## src/rtl/bram_lsu_pkg.sv

```systemverilog
// Shared types and helpers for the BRAM load/store port.
// Holds the request tag, the response entry, byte-enable generation and load alignment.
package bram_lsu_pkg;

   localparam int DATA_W = 32;

   typedef enum logic [1:0] {
      SZ_B = 2'd0,
      SZ_H = 2'd1,
      SZ_W = 2'd2
   } size_e;

   typedef struct packed {
      logic       is_load;
      logic [1:0] size;
      logic       is_unsigned;
      logic [1:0] off;
      logic       err;
   } lsu_tag_t;

   typedef struct packed {
      logic [DATA_W-1:0] rdata;
      logic              err;
   } rsp_t;

   function automatic logic misaligned(input logic [1:0] size, input logic [1:0] off);
      logic bad;
      case (size)
         SZ_B:    bad = 1'b0;
         SZ_H:    bad = off[0];
         SZ_W:    bad = (off != 2'd0);
         default: bad = 1'b1;
      endcase
      return bad;
   endfunction

   function automatic logic [3:0] be_gen(input logic [1:0] size, input logic [1:0] off);
      logic [3:0] be;
      case (size)
         SZ_B:    be = 4'b0001 << off;
         SZ_H:    be = 4'b0011 << off;
         SZ_W:    be = 4'b1111;
         default: be = 4'b0000;
      endcase
      return be;
   endfunction

   // Shift the addressed lane down to bit 0, then truncate and extend to the access size.
   function automatic logic [DATA_W-1:0] load_align(input logic [DATA_W-1:0] dout,
                                                    input logic [1:0]        size,
                                                    input logic [1:0]        off,
                                                    input logic              is_unsigned);
      logic [DATA_W-1:0] sh;
      logic [DATA_W-1:0] res;
      sh = dout >> {off, 3'b000};
      case (size)
         SZ_B:    res = {{24{sh[7] & ~is_unsigned}}, sh[7:0]};
         SZ_H:    res = {{16{sh[15] & ~is_unsigned}}, sh[15:0]};
         SZ_W:    res = sh;
         default: res = 32'h0000_0000;
      endcase
      return res;
   endfunction

endpackage

```

## src/rtl/bram_lsu_rsp_fifo.sv

```systemverilog
// Response FIFO: registered storage with the head visible the cycle after a push.
// Push is refused only when full and nothing is leaving, so push+pop is legal at any occupancy.
module bram_lsu_rsp_fifo
   import bram_lsu_pkg::*;
#(
   parameter int DEPTH = 4,
   parameter int CNT_W = $clog2(DEPTH + 1)
) (
   input  logic             clk,
   input  logic             rst,
   input  logic             push,
   input  rsp_t             push_data,
   input  logic             pop,
   output rsp_t             head,
   output logic             empty,
   output logic [CNT_W-1:0] count
);

   localparam int PTR_W = (DEPTH > 1) ? $clog2(DEPTH) : 1;

   rsp_t             mem_r [DEPTH];
   logic [PTR_W-1:0] wr_ptr_r;
   logic [PTR_W-1:0] rd_ptr_r;
   logic [CNT_W-1:0] count_r;
   logic             do_push_s;
   logic             do_pop_s;

   function automatic logic [PTR_W-1:0] next_ptr(input logic [PTR_W-1:0] p);
      return (p == PTR_W'(DEPTH - 1)) ? {PTR_W{1'b0}} : p + PTR_W'(1);
   endfunction

   // Qualify push/pop against occupancy.
   always_comb begin
      do_pop_s  = pop && (count_r != {CNT_W{1'b0}});
      do_push_s = push && ((count_r != CNT_W'(DEPTH)) || do_pop_s);
   end

   // Entry storage; contents need no reset because occupancy gates the head.
   always_ff @(posedge clk) begin
      if (do_push_s) begin
         mem_r[wr_ptr_r] <= push_data;
      end
   end

   // Pointers and occupancy.
   always_ff @(posedge clk or posedge rst) begin
      if (rst) begin
         wr_ptr_r <= {PTR_W{1'b0}};
         rd_ptr_r <= {PTR_W{1'b0}};
         count_r  <= {CNT_W{1'b0}};
      end else begin
         if (do_push_s) begin
            wr_ptr_r <= next_ptr(wr_ptr_r);
         end
         if (do_pop_s) begin
            rd_ptr_r <= next_ptr(rd_ptr_r);
         end
         case ({do_push_s, do_pop_s})
            2'b10:   count_r <= count_r + CNT_W'(1);
            2'b01:   count_r <= count_r - CNT_W'(1);
            default: count_r <= count_r;
         endcase
      end
   end

   assign head  = mem_r[rd_ptr_r];
   assign empty = (count_r == {CNT_W{1'b0}});
   assign count = count_r;

endmodule

```

## src/rtl/bram_lsu_port.sv

```systemverilog
// CPU load/store port onto a byte-write, read-first BRAM with fixed read latency.
// Requests are credit-gated so the in-order response FIFO can never overflow.
module bram_lsu_port
   import bram_lsu_pkg::*;
#(
   parameter int ADDR_W     = 10,
   parameter int RD_LATENCY = 2,
   parameter int RSP_DEPTH  = 4
) (
   input  logic              clka,
   input  logic              rsta,
   input  logic              req_valid,
   output logic              req_ready,
   input  logic              req_we,
   input  logic [ADDR_W+1:0] req_addr,
   input  logic [1:0]        req_size,
   input  logic              req_unsigned,
   input  logic [31:0]       req_wdata,
   output logic              rsp_valid,
   input  logic              rsp_ready,
   output logic [31:0]       rsp_rdata,
   output logic              rsp_err,
   output logic [ADDR_W-1:0] mem_addr,
   output logic [31:0]       mem_din,
   output logic [3:0]        mem_we,
   output logic              mem_en,
   output logic              mem_regce,
   output logic              mem_rst,
   input  logic [31:0]       mem_dout
);

   localparam int CNT_W = $clog2(RSP_DEPTH + 1);
   localparam int OUT_W = $clog2(RSP_DEPTH + RD_LATENCY + 1);
   localparam int LAST  = RD_LATENCY - 1;

   logic [1:0]       off_s;
   logic             err_s;
   logic             issue_s;
   lsu_tag_t         new_tag_s;
   logic             valid_r [RD_LATENCY];
   lsu_tag_t         tag_r   [RD_LATENCY];
   rsp_t             retire_s;
   rsp_t             head_s;
   logic             empty_s;
   logic [CNT_W-1:0] fifo_count_s;
   logic [OUT_W-1:0] outstanding_s;

   // Credits: every queued response plus every request still in the read pipeline.
   always_comb begin
      outstanding_s = OUT_W'(fifo_count_s);
      for (int i = 0; i < RD_LATENCY; i++) begin
         outstanding_s = outstanding_s + OUT_W'(valid_r[i]);
      end
   end

   assign req_ready = !rsta && (outstanding_s < OUT_W'(RSP_DEPTH));

   // Decode the request straight onto the BRAM port.
   always_comb begin
      off_s    = req_addr[1:0];
      err_s    = misaligned(req_size, off_s);
      issue_s  = req_valid && req_ready;
      mem_addr = req_addr[ADDR_W+1:2];
      mem_en   = issue_s && !err_s;
      if (mem_en && req_we) begin
         mem_we = be_gen(req_size, off_s);
      end else begin
         mem_we = 4'b0000;
      end
      case (req_size)
         SZ_B:    mem_din = {4{req_wdata[7:0]}};
         SZ_H:    mem_din = {2{req_wdata[15:0]}};
         default: mem_din = req_wdata;
      endcase
      new_tag_s = '{is_load: !req_we, size: req_size, is_unsigned: req_unsigned,
                    off: off_s, err: err_s};
   end

   // Tag pipeline mirrors the BRAM read latency; it shifts every cycle.
   always_ff @(posedge clka or posedge rsta) begin
      if (rsta) begin
         for (int i = 0; i < RD_LATENCY; i++) begin
            valid_r[i] <= 1'b0;
            tag_r[i]   <= {$bits(lsu_tag_t){1'b0}};
         end
      end else begin
         valid_r[0] <= issue_s;
         tag_r[0]   <= new_tag_s;
         for (int i = 1; i < RD_LATENCY; i++) begin
            valid_r[i] <= valid_r[i-1];
            tag_r[i]   <= tag_r[i-1];
         end
      end
   end

   // Build the response for the entry leaving the pipeline; only clean loads carry data.
   always_comb begin
      retire_s.err = tag_r[LAST].err;
      if (tag_r[LAST].is_load && !tag_r[LAST].err) begin
         retire_s.rdata = load_align(mem_dout, tag_r[LAST].size, tag_r[LAST].off,
                                     tag_r[LAST].is_unsigned);
      end else begin
         retire_s.rdata = 32'h0000_0000;
      end
   end

   bram_lsu_rsp_fifo #(
      .DEPTH (RSP_DEPTH),
      .CNT_W (CNT_W)
   ) u_rsp_fifo (
      .clk       (clka),
      .rst       (rsta),
      .push      (valid_r[LAST]),
      .push_data (retire_s),
      .pop       (rsp_ready),
      .head      (head_s),
      .empty     (empty_s),
      .count     (fifo_count_s)
   );

   assign rsp_valid = !empty_s;
   assign rsp_rdata = empty_s ? 32'h0000_0000 : head_s.rdata;
   assign rsp_err   = !empty_s && head_s.err;
   assign mem_regce = 1'b1;
   assign mem_rst   = 1'b0;

endmodule
```

## config.mk

```make
export PLATFORM = sky130hd
export DESIGN_NAME = bram_lsu_port
export DESIGN_NICKNAME = d
export VERILOG_FILES = /design/src/rtl/bram_lsu_pkg.sv /design/src/rtl/bram_lsu_rsp_fifo.sv /design/src/rtl/bram_lsu_port.sv
export SDC_FILE = /design/constraint.sdc
export NUM_CORES = 1
export LEC_CHECK = 0
export CORE_MARGIN = 8
export CORE_UTILIZATION = 41
export CTS_BUF_LIST = sky130_fd_sc_hd__clkbuf_4 sky130_fd_sc_hd__clkbuf_8
export CTS_CLUSTER_DIAMETER = 120
export CTS_CLUSTER_SIZE = 14
export DETAILED_ROUTE_END_ITERATION = 8
export MAX_ROUTING_LAYER = met4
export PLACE_DENSITY = 0.8
export SETUP_SLACK_MARGIN = 0.2
export SLEW_MARGIN = 10
export SYNTH_ARGS = -nofsm -noshare
export SYNTH_HDL_FRONTEND = slang
export SYNTH_SLANG_ARGS = --single-unit
```

## constraint.sdc

```tcl
create_clock -name clka -period 2.1 [get_ports clka]
set_clock_uncertainty 0.2 [all_clocks]
set_input_delay 0.525 -clock clka [delete_from_list [all_inputs] [get_ports clka]]
set_output_delay 0.525 -clock clka [all_outputs]
set_load 0.05 [all_outputs]
```

==> results.cfg <==
[cts]
clk_pin_slew_ps = 90
htree_levels = 4
numCtsBuffers = 17
cts_tree = done
clock_path_buffers = 2
insertion_delay_ps = 460
cts-root-buf = clkbuf_8
cts.sinks = 155
cts_hold_buf = 0

[worst_setup_path]
path_cells = ha_1, a21o_1, a21o_1, a2111o_2, a31oi_4, buf_12
path_delay_family = compound AO/OA/AOI/OAI gates
critPathSlowestCell = a2111o_2
arrival_ps = 2400
cp.required_ps = 1370
cp_common_cell = a21o_1
start_kind = flip-flop
r2r_slack_ps = -180
cp_max_fo = 4
critPathCaptureType = primary output
critPathBufInv = 1
cp_slowest_stage_delay_ps = 550
critPathKind = flip-flop to primary output

[grt]
grt_max_degree = 31
grt_overflow = 0
grt_pass1_vias = 5986
grt_usage_pct = 20.6
grt_pass1_wl_um = 33900
antenna_found_initial = 2

[placement]
dpl_cell_area_um2 = 10400
gp_congestion = 0.831
port_buffers = 145
detailed_place_hpwl_um = 13800

[hold_path]
hp-class = flip-flop to flip-flop

[sta]
period_share_pct = 149
whs_ps = 150
finalSetupViolCount = 99
slew_headroom_pct = 65.5
setup_slack_ps = -1020
setup_tns_ps = -31370
max_freq_ghz = 0.320
worst_pin_slew_ps = 511
post-route-min-period_ps = 3120
rsz0062_at_grt = true
report.final.hold_viol_count = 0
report.final.slew_viol_count = 0

[route]
first_iter_violations = 396
routed_wl_um = 23200
drc_errors = 0
drt-pass1-iter-count = 5
wl_met3_um = 2170
top_layer = met4
dr_total_vias = 5448
route.met2.wl_um = 12200
wl_met1_um = 8240
viasPerCell = 5.61
wl_per_cell_um = 23.9
ant_nets = 0

[cells_and_area]
design_area_um2 = 12200
regArea_um2 = 4550
n_fill_cell = 1085
finish.utilization_pct = 68.6
nets = 819
multi_input_comb_area_um2 = 3250
drive_above_1_share_pct = 54.3
area_delta_synth_final_pct = 65.6

[pwr]
p_per_area_nw_per_um2 = 1220
leakagePower_nw = 4.57
fin_total_pwr_mw = 14.9
vdd_ir_drop_max_v = 0.00127

[floorplanning]
io-pin-count = 168
die-area_um2 = 22500
rows = 49
core_area_um2 = 17800
start_util_pct = 41.4
die_w_um = 150
die_y_um = 150

[synth]
synth_area_um2 = 7370
synth_top_area_cell = edfxtp_1
ys_top_cells_by_count = edfxtp_1, and2_1, mux4_2, a21oi_1, nand2_1
yosysMostFrequentCell = edfxtp_1
synth_area_leaders = edfxtp_1, mux4_2, dfrtp_1
synth_edf_count = 132
synth-seq-cells = 155
syn_area_per_cell_um2 = 14.7
yosysTopAreaCellShare_pct = 53.8
postSynthNetCount = 591
synth-main-ff-cell = edfxtp_1
ys_warn_count = 0
async_flop_share_pct = 14.8
synth_cell_types = 44
synth.yosys.seq_area_share_pct = 61.6
synthCells = 500

[run_status]
violations = setup timing
outcome = finished with violations

[flow_run]
cap_viol_max_count = 0
-- state kept, by name, indices dropped and copies added (netlist names) --
register and count:
u_rsp_fifo.mem_r 132, tag_r 13, u_rsp_fifo.wr_ptr_r 2, u_rsp_fifo.count 3, valid_r 2, retire_s 1
u_rsp_fifo.rd_ptr_r 2
-- area by class of cell --
type | instances | area share (%)
tap | 229 | 2.35
clock inverter | 14 | 1.63
clock buffer | 17 | 1.92
timing repair buffer | 260 | 29.9
inverter | 9 | 0.277
multi-input combinational | 285 | 26.7
antenna | 2 | 0.0410
sequential | 155 | 37.2
-- worst paths after layout --
path	startpoint	end	depth (start not counted)
worst max register to register	u_rsp_fifo.count[0]	u_rsp_fifo.count[1]	8
min in group asynchronous	rsta	u_rsp_fifo.count[0]	4
max in group asynchronous	rsta	tag_r[4]	4
worst min register to register	tag_r[12]	tag_r[5]	0
worst min-delay path	tag_r[12]	tag_r[5]	0
worst max-delay path	u_rsp_fifo.count[0]	mem_we[2]	6
-- per-stage QoR --
stage / setup WS (ps) / cells
finish: -1020 / 971
global placement: -1050 / 894
floorplan: -578 / 500
CTS: -1020 / 958
detailed placement: -1070 / 894
global route: -1130 / 971
-- placed cells by master, fill, tap and decap left out, types with 8 or more instances in the layout --
cell type and count:
a211oi_1 10, a21oi_1 8, a21oi_4 23, and2_4 41
buf_12 81, buf_16 13, buf_4 51, buf_6 28
buf_8 12, clkbuf_8 17, clkdlybuf4s50_1 43, dfrtp_1 18
dlygate4sd2_1 26, edfxtp_1 132, inv_1 9, mux2_2 9
mux2_4 17, mux2i_2 8, mux4_2 34, nand2_1 24
nor2b_1 10, o21ai_0 11, o21ai_4 8
-- kinds of logic after synthesis --
family	share of synthesized area (%)
flip-flops	61.6
AND/OR/NAND/NOR	8.12
AO/OA/AOI/OAI	7.49
multiplexers	16.7
buffers and inverters	4.36
adder cells (fa/ha/maj)	1.29
XOR/XNOR	0.357
other	0.102
-- report_power, final --
part	leakage [nW]	total (mW)	internal (mW)	switching, mW
Combinational	2.86	8.57	4.49	4.08
Clock	0.221	2.46	1.23	1.24
Sequential	1.49	3.83	3.65	0.177
Total	4.57	14.9	9.37	5.50
-- per-layer routing --
layer	global-route usage (%)	vias up
li1	-	2341
met2	35.3	324
met5	-	-
met4	8.10	0
met1	22.1	2721
met3	6.35	62
-- timing repair --
action                                  in CTS  in global routing
endpoints found under the setup margin     319                315
pin swaps                                   20                 37
resized for setup                          177                 36
buffers inserted                            20                  8
cloned                                      13                  3
Power figures use the tool's default switching activity.
==> patch 1, RTL diff (same settings) <==
Set the parameter `ADDR_W` to 12 (it was 10).
--- a/src/rtl/bram_lsu_port.sv
+++ b/src/rtl/bram_lsu_port.sv
@@ -5,3 +5,3 @@
 #(
-   parameter int ADDR_W     = 10,
+   parameter int ADDR_W     = 12,
    parameter int RD_LATENCY = 2,
Ports: changed (resized mem_addr and req_addr); port bits go from 168 to 172. The function was not compared with the original's and may differ.
==> patch 1 against the original RTL <==
- fmax increased by 0.71%
- wire length increased by 5.8%
- the flow still finishes with violations (setup timing)
- highest routed layer unchanged
- worst setup slack improved by 0.022 ns
- cell area increased by 0.53%
- combinational power increased by 6.1%
- synthesized area increased by 0.20%
- worst hold slack got worse by 0.0031 ns
- sequential cell count unchanged
- total power increased by 1.8%
- sequential share of layout area decreased by 0.20 points
==> patch 1: results (changes against the original RTL) <==
The count of input and output buffers came out at 145 (unchanged). The clock transition time at the flip-flop clock pins of the worst setup and hold paths came out at 0.09 ns (about the same). Counting instances in the post-synthesis netlist gives the leading cell types as sky130_fd_sc_hd__edfxtp_1 (132), sky130_fd_sc_hd__and2_1 (42), sky130_fd_sc_hd__mux4_2 (34). The worst hold path begins at tag_r[8]. The share of flip-flops with an asynchronous set or reset is 14.8% (unchanged). The first-iteration detailed-routing DRC count came out at 441 (+11%).

The smallest setup slack after layout came out at -1.00 ns (+0.0220 ns). The startpoint type of the worst setup path is a register. In this run the clock root is driven by a sky130_fd_sc_hd__clkbuf_8. The largest fanout on the critical path was 4 (unchanged). The number of enable flip-flop cells after synthesis is 132 (unchanged). The number of global-route vias before repair came out at 6,102 (+1.9%). The final reports fail on setup timing. The number of flip-flops in the largest register is 132 (unchanged). The number of vias after detailed routing is 5,568 (+2.2%).

The run finished, with violations left. The endpoint identified for the worst register-to-register timing path is u_rsp_fifo.count[1]. The count of H-tree levels built during CTS is 4 (unchanged). The logic depth of the worst register-to-register path is 10 (+2). The data arrival time of the worst path is 2.38 ns (-0.02 ns).

The min-delay analysis places its worst path in the category register to register. The setup slack on the worst flop-to-flop path is -0.50 ns (-0.32 ns). The number of search-and-repair iterations in the first detailed-routing pass is 5 (unchanged). The sum of negative setup slack is -33.21 ns (-1.84 ns). The net count reported at finish is 829 (+1.2%).

The total CTS buffers came out at 17 (unchanged). The worst voltage drop across the vdd grid is 1.28 mV (+0.54%). The final wirelength came out at 24,600 um (+5.8%). The number of unique standard cell types used by synthesis is 44 (unchanged). The static leakage power is 4.66 nW (+1.9%). The fraction of final layout cells sized beyond drive strength 1 is 53.1% (-1.2 points).

The number of antenna violations at the first check in global routing was 4 (+2). The wire length of the first global-routing pass is 35,100 um (+3.4%). In the post-synthesis netlist, the biggest area contributors are sky130_fd_sc_hd__edfxtp_1 (54%), sky130_fd_sc_hd__mux4_2 (10%), sky130_fd_sc_hd__dfrtp_1 (7.8%), sky130_fd_sc_hd__mux2_2 (4.0%), sky130_fd_sc_hd__and2_1 (3.6%).

The source-to-sink clock delay at the later pin of the worst-skew pair came out at 0.44 ns (-0.02 ns). The largest buffer count on any clock path is 2 (unchanged). The final weighted congestion in routability-driven placement came out at 0.816 (-1.8%). The register ranked first by flip-flop count is u_rsp_fifo.mem_r. The source of the worst register-to-register timing path is u_rsp_fifo.count[0]. The number of cells on the worst hold path is 0 (unchanged). The pin count of the biggest net entering global routing came out at 31 (unchanged).

The final setup violation count is 131 (+32%). The portion of the post-synthesis area used by sequential elements is 61.5% (-0.13 points). The synthesized netlist net count came out at 595 (+0.68%). The combined global-route utilization of all metal layers came out at 21.3% (+0.66 points). The capture endpoint of the worst hold path is tag_r[1]. The synthesis warning total is 0 (unchanged). The post-DP HPWL is 13,900 um (+0.83%).
==> patch 1: metal layers <==
| metal | GRT usage, % | vias up | share of wire [%] |
|---|---|---|---|
| met5 | - | - | 0 |
| met4 | 8.35 | 0 | 3.2 |
| met3 | 6.52 | 64 | 8.8 |
| met2 | 35.9 | 335 | 52 |
| met1 | 23.3 | 2800 | 36 |
| li1 | - | 2369 | - |
==> patch 1: power breakdown <==
| group | internal (mW) | total [mW] | leakage [nW] | switching [mW] |
|---|---|---|---|---|
| sequential | 3.65 | 3.81 | 1.49 | 0.159 |
| combinational | 4.81 | 9.09 | 2.96 | 4.29 |
| clock | 1.00 | 2.23 | 0.200 | 1.22 |
| total | 9.46 | 15.1 | 4.66 | 5.67 |
==> patch 1: cell families (layout without fill, tap and decap cells) <==
kind of cell | count (synthesis) | in the layout | synth area share (%)
AO/OA/AOI/OAI | 87 | 87 | 7.47
XOR/XNOR | 3 | 3 | 0.356
adder cells (fa/ha/maj) | 7 | 7 | 1.29
buffers and inverters | 62 | 309 | 4.56
flip-flops | 155 | 155 | 61.5
multiplexers | 77 | 77 | 16.6
other | 2 | 6 | 0.102
AND/OR/NAND/NOR | 109 | 109 | 8.10
==> patch 1: cell type report <==
class | instances | area [um2]
fill | 1058 | 5570
clock buffer | 18 | 241
sequential | 155 | 4550
tap | 229 | 287
timing repair buffer | 268 | 3820
antenna | 4 | 10.0
multi-input combinational | 285 | 3180
clock inverter | 14 | 153
inverter | 9 | 33.8
==> patch 1: how the worst max path moves through the flow <==
stage	to	cells after the start
CTS	mem_we[2]	6
floorplan	mem_we[2]	5
detailed placement	mem_we[2]	6
global route	mem_we[2]	6
finish	mem_we[2]	6
global placement	mem_we[2]	6
==> patch 1: stage by stage <==
step	hold WS (ns)	setup WS, ns	std cells	area, um2	power, mW
after floorplan	0.131	-0.578	502	7850	8.37
after global placement	0.135	-1.00	888	10300	11.4
after detailed placement	0.137	-1.08	888	10300	11.5
after CTS	0.138	-1.02	964	11900	14.7
after global routing	0.125	-1.08	982	12300	15.6
final	0.147	-1.00	982	12300	15.1
==> patch 1: what timing repair did <==
action / CTS / global route
endpoints found under the hold margin: 0 / 0
gates cloned: 14 / 9
resized for setup: 172 / 25
buffers inserted: 30 / 5
pin swaps: 25 / 15
setup endpoints to repair: 303 / 326
==> patch 1: worst max-delay path: stages, from the launching register on <==
cell                       delay [ns]
sky130_fd_sc_hd__dfrtp_1         0.39
sky130_fd_sc_hd__ha_1            0.29
sky130_fd_sc_hd__a21o_1          0.17
sky130_fd_sc_hd__a21o_1          0.18
sky130_fd_sc_hd__a2111o_2        0.53
sky130_fd_sc_hd__a31oi_4         0.22
sky130_fd_sc_hd__buf_12          0.16
==> patch 2, RTL diff (same flow settings) <==
Without the edit above. Register the output `rsp_err`, with the module's reset; this adds one clock of latency there. The other outputs are not delayed to match.
--- a/src/rtl/bram_lsu_port.sv
+++ b/src/rtl/bram_lsu_port.sv
@@ -122,3 +122,9 @@
    assign rsp_rdata = empty_s ? 32'h0000_0000 : head_s.rdata;
-   assign rsp_err   = !empty_s && head_s.err;
+   always_ff @(posedge clka or posedge rsta) begin
+      if (rsta) begin
+         rsp_err <= '0;
+      end else begin
+         rsp_err <= !empty_s && head_s.err;
+      end
+   end
    assign mem_regce = 1'b1;
Formal check against the unedited RTL: not equivalent (a bounded check fails within 4 cycles, from zero or initial values and one cycle with rsta high).
==> patch 2 against the original RTL <==
- the flow still finishes with violations (setup timing)
- sequential cell count grew 1
- sequential power grew 1%
- synthesized cell count grew 0.20%
- wire length grew 7.4%
- total power grew 1.3%
- cell area grew 1.3%
- synthesized area grew 0.34%
- worst setup slack lost 0.021 ns
- worst hold slack gained 0.0048 ns
- count of clock-buffer cells in the layout is the same
- critical path type unchanged
- critical endpoint unchanged
- largest power group unchanged
==> patch 2: results (changes against the original RTL) <==
The flow ran to the end, but the final reports show violations. The global routing met1 resource utilization is 23.4% (+1.4 points). The net count reported at finish came out at 835 (+2.0%). The synthesized netlist net count came to 592 (+0.17%). The worst voltage drop across the vdd grid is 1.22 mV (-4.5%). The via density per instance came to 5.74 (+2.3%). The post-synthesis xor/xnor area fraction came to 0.355% (-0.0012 points).

The power attributed to the clock group came out at 2.19 mW (-11%). The number of flip-flops in the largest register is 132 (unchanged). The fraction of final layout cells sized beyond drive strength 1 is 55.7% (+1.4 points). The cell internal power dissipation is 9.30 mW (-0.65%). The post-detailed-placement cell area is 10,400 um2 (about the same). The power attributed to combinational cells is 9.00 mW (+5.0%). The post-DP HPWL is 14,000 um (+1.8%). The mux contribution to synthesized area is 16.6% (-0.056 points). The final setup violation count came to 190 (+92%). The data arrival time of the worst path came out at 2.42 ns (+0.02 ns). The number of global-route vias before repair came out at 5,908 (-1.3%).

The portion of the post-synthesis area used by sequential elements came to 61.7% (+0.13 points). The number of search-and-repair iterations in the first detailed-routing pass is 6 (+1). The static leakage power is 4.64 nW (+1.5%).

The final reports fail on setup timing. The smallest setup slack after layout came out at -1.04 ns (-0.0212 ns). The sum of negative setup slack came out at -64.86 ns (-33.49 ns). The combined global-route utilization of all metal layers is 21.3% (+0.67 points). By area the synthesized netlist is led by sky130_fd_sc_hd__edfxtp_1 (54%), sky130_fd_sc_hd__mux4_2 (10%), sky130_fd_sc_hd__dfrtp_1 (8.1%), sky130_fd_sc_hd__mux2_2 (4.0%), sky130_fd_sc_hd__and2_1 (3.6%). The biggest cell delay along the critical path is 0.53 ns (-0.02 ns).

The net switching power of the design is 5.75 mW (+4.7%). The number of antenna violations at the first check in global routing was 1 (-1). The final wirelength came out at 24,900 um (+7.4%). The share of flip-flops with an asynchronous set or reset came to 15.4% (+0.55 points). The met3 track demand over resource came out at 6.40% (+0.052 points). The wire length of the first global-routing pass came out at 34,800 um (+2.6%). The global-route met2 utilization is 36.2% (+0.87 points). The first-iteration detailed-routing DRC count is 518 (+31%). The number of fill cells came out at 1,014 (-6.5%). The post-synthesis share of cell area spent on full adders, half adders and majority gates is 1.29% (-0.0044 points). The compound-cell area share of the yosys netlist came out at 7.46% (-0.025 points).

The final weighted congestion in routability-driven placement is 0.867 (+4.4%).
-- patch 2: cell count changes after synthesis, sizes merged --
cell   before  now
dfrtp      23   24
-- patch 2: layer usage --
metal,vias to the layer above,share of wire [%]
li1,2379,-
met1,2821,36
met2,397,51
met3,69,9.6
met4,0,3.6
met5,-,0
-- patch 2: path summary, 6_finish.rpt --
check	end	start	slack [ns]	cells after the start
min reg2reg	retire_s[0]	tag_r[7]	0.16	0
min in group asynchronous	u_rsp_fifo.count[0]	rsta	0.39	4
max reg2reg	u_rsp_fifo.count[1]	u_rsp_fifo.count[0]	-0.47	11
max	mem_we[2]	u_rsp_fifo.count[0]	-1.04	6
min	retire_s[0]	tag_r[7]	0.16	0
max in group asynchronous	tag_r[2]	rsta	1.05	4
-- patch 2: worst max-delay path: cells and delay by family (launching register included) --
kind / cells / cell delay, ns
adders and majority gates: 1 / 0.29
buffers and inverters: 1 / 0.16
DFF: 1 / 0.40
AOI/OAI and AO/OA: 4 / 1.11
-- patch 2: layout make-up --
type	instances	area (um2)	area share (%)
clock buffers	17	234	1.89
inverters	9	33.8	0.273
clock inverters	15	154	1.24
well taps	229	287	2.32
repair buffers	275	3820	30.9
multi-input cells	285	3260	26.4
flip-flops and latches	156	4570	37.0
diodes	1	2.50	0.0202
-- patch 2: through the flow --
stage	std cells	setup slack (ns)	util, %
finish	987	-1.04	69.3
global route	987	-1.13	69.3
CTS	967	-1.04	66.7
detailed placement	889	-1.04	58.0
global placement	889	-0.975	58.0
floorplan	501	-0.578	-
-- patch 2: what timing repair did --
| action | 4_1_cts | 5_1_grt |
|---|---|---|
| pin swaps | 26 | 13 |
| resized for setup | 182 | 43 |
| gates cloned | 11 | 6 |
| endpoints found under the setup margin | 314 | 323 |
| setup buffers | 35 | 13 |
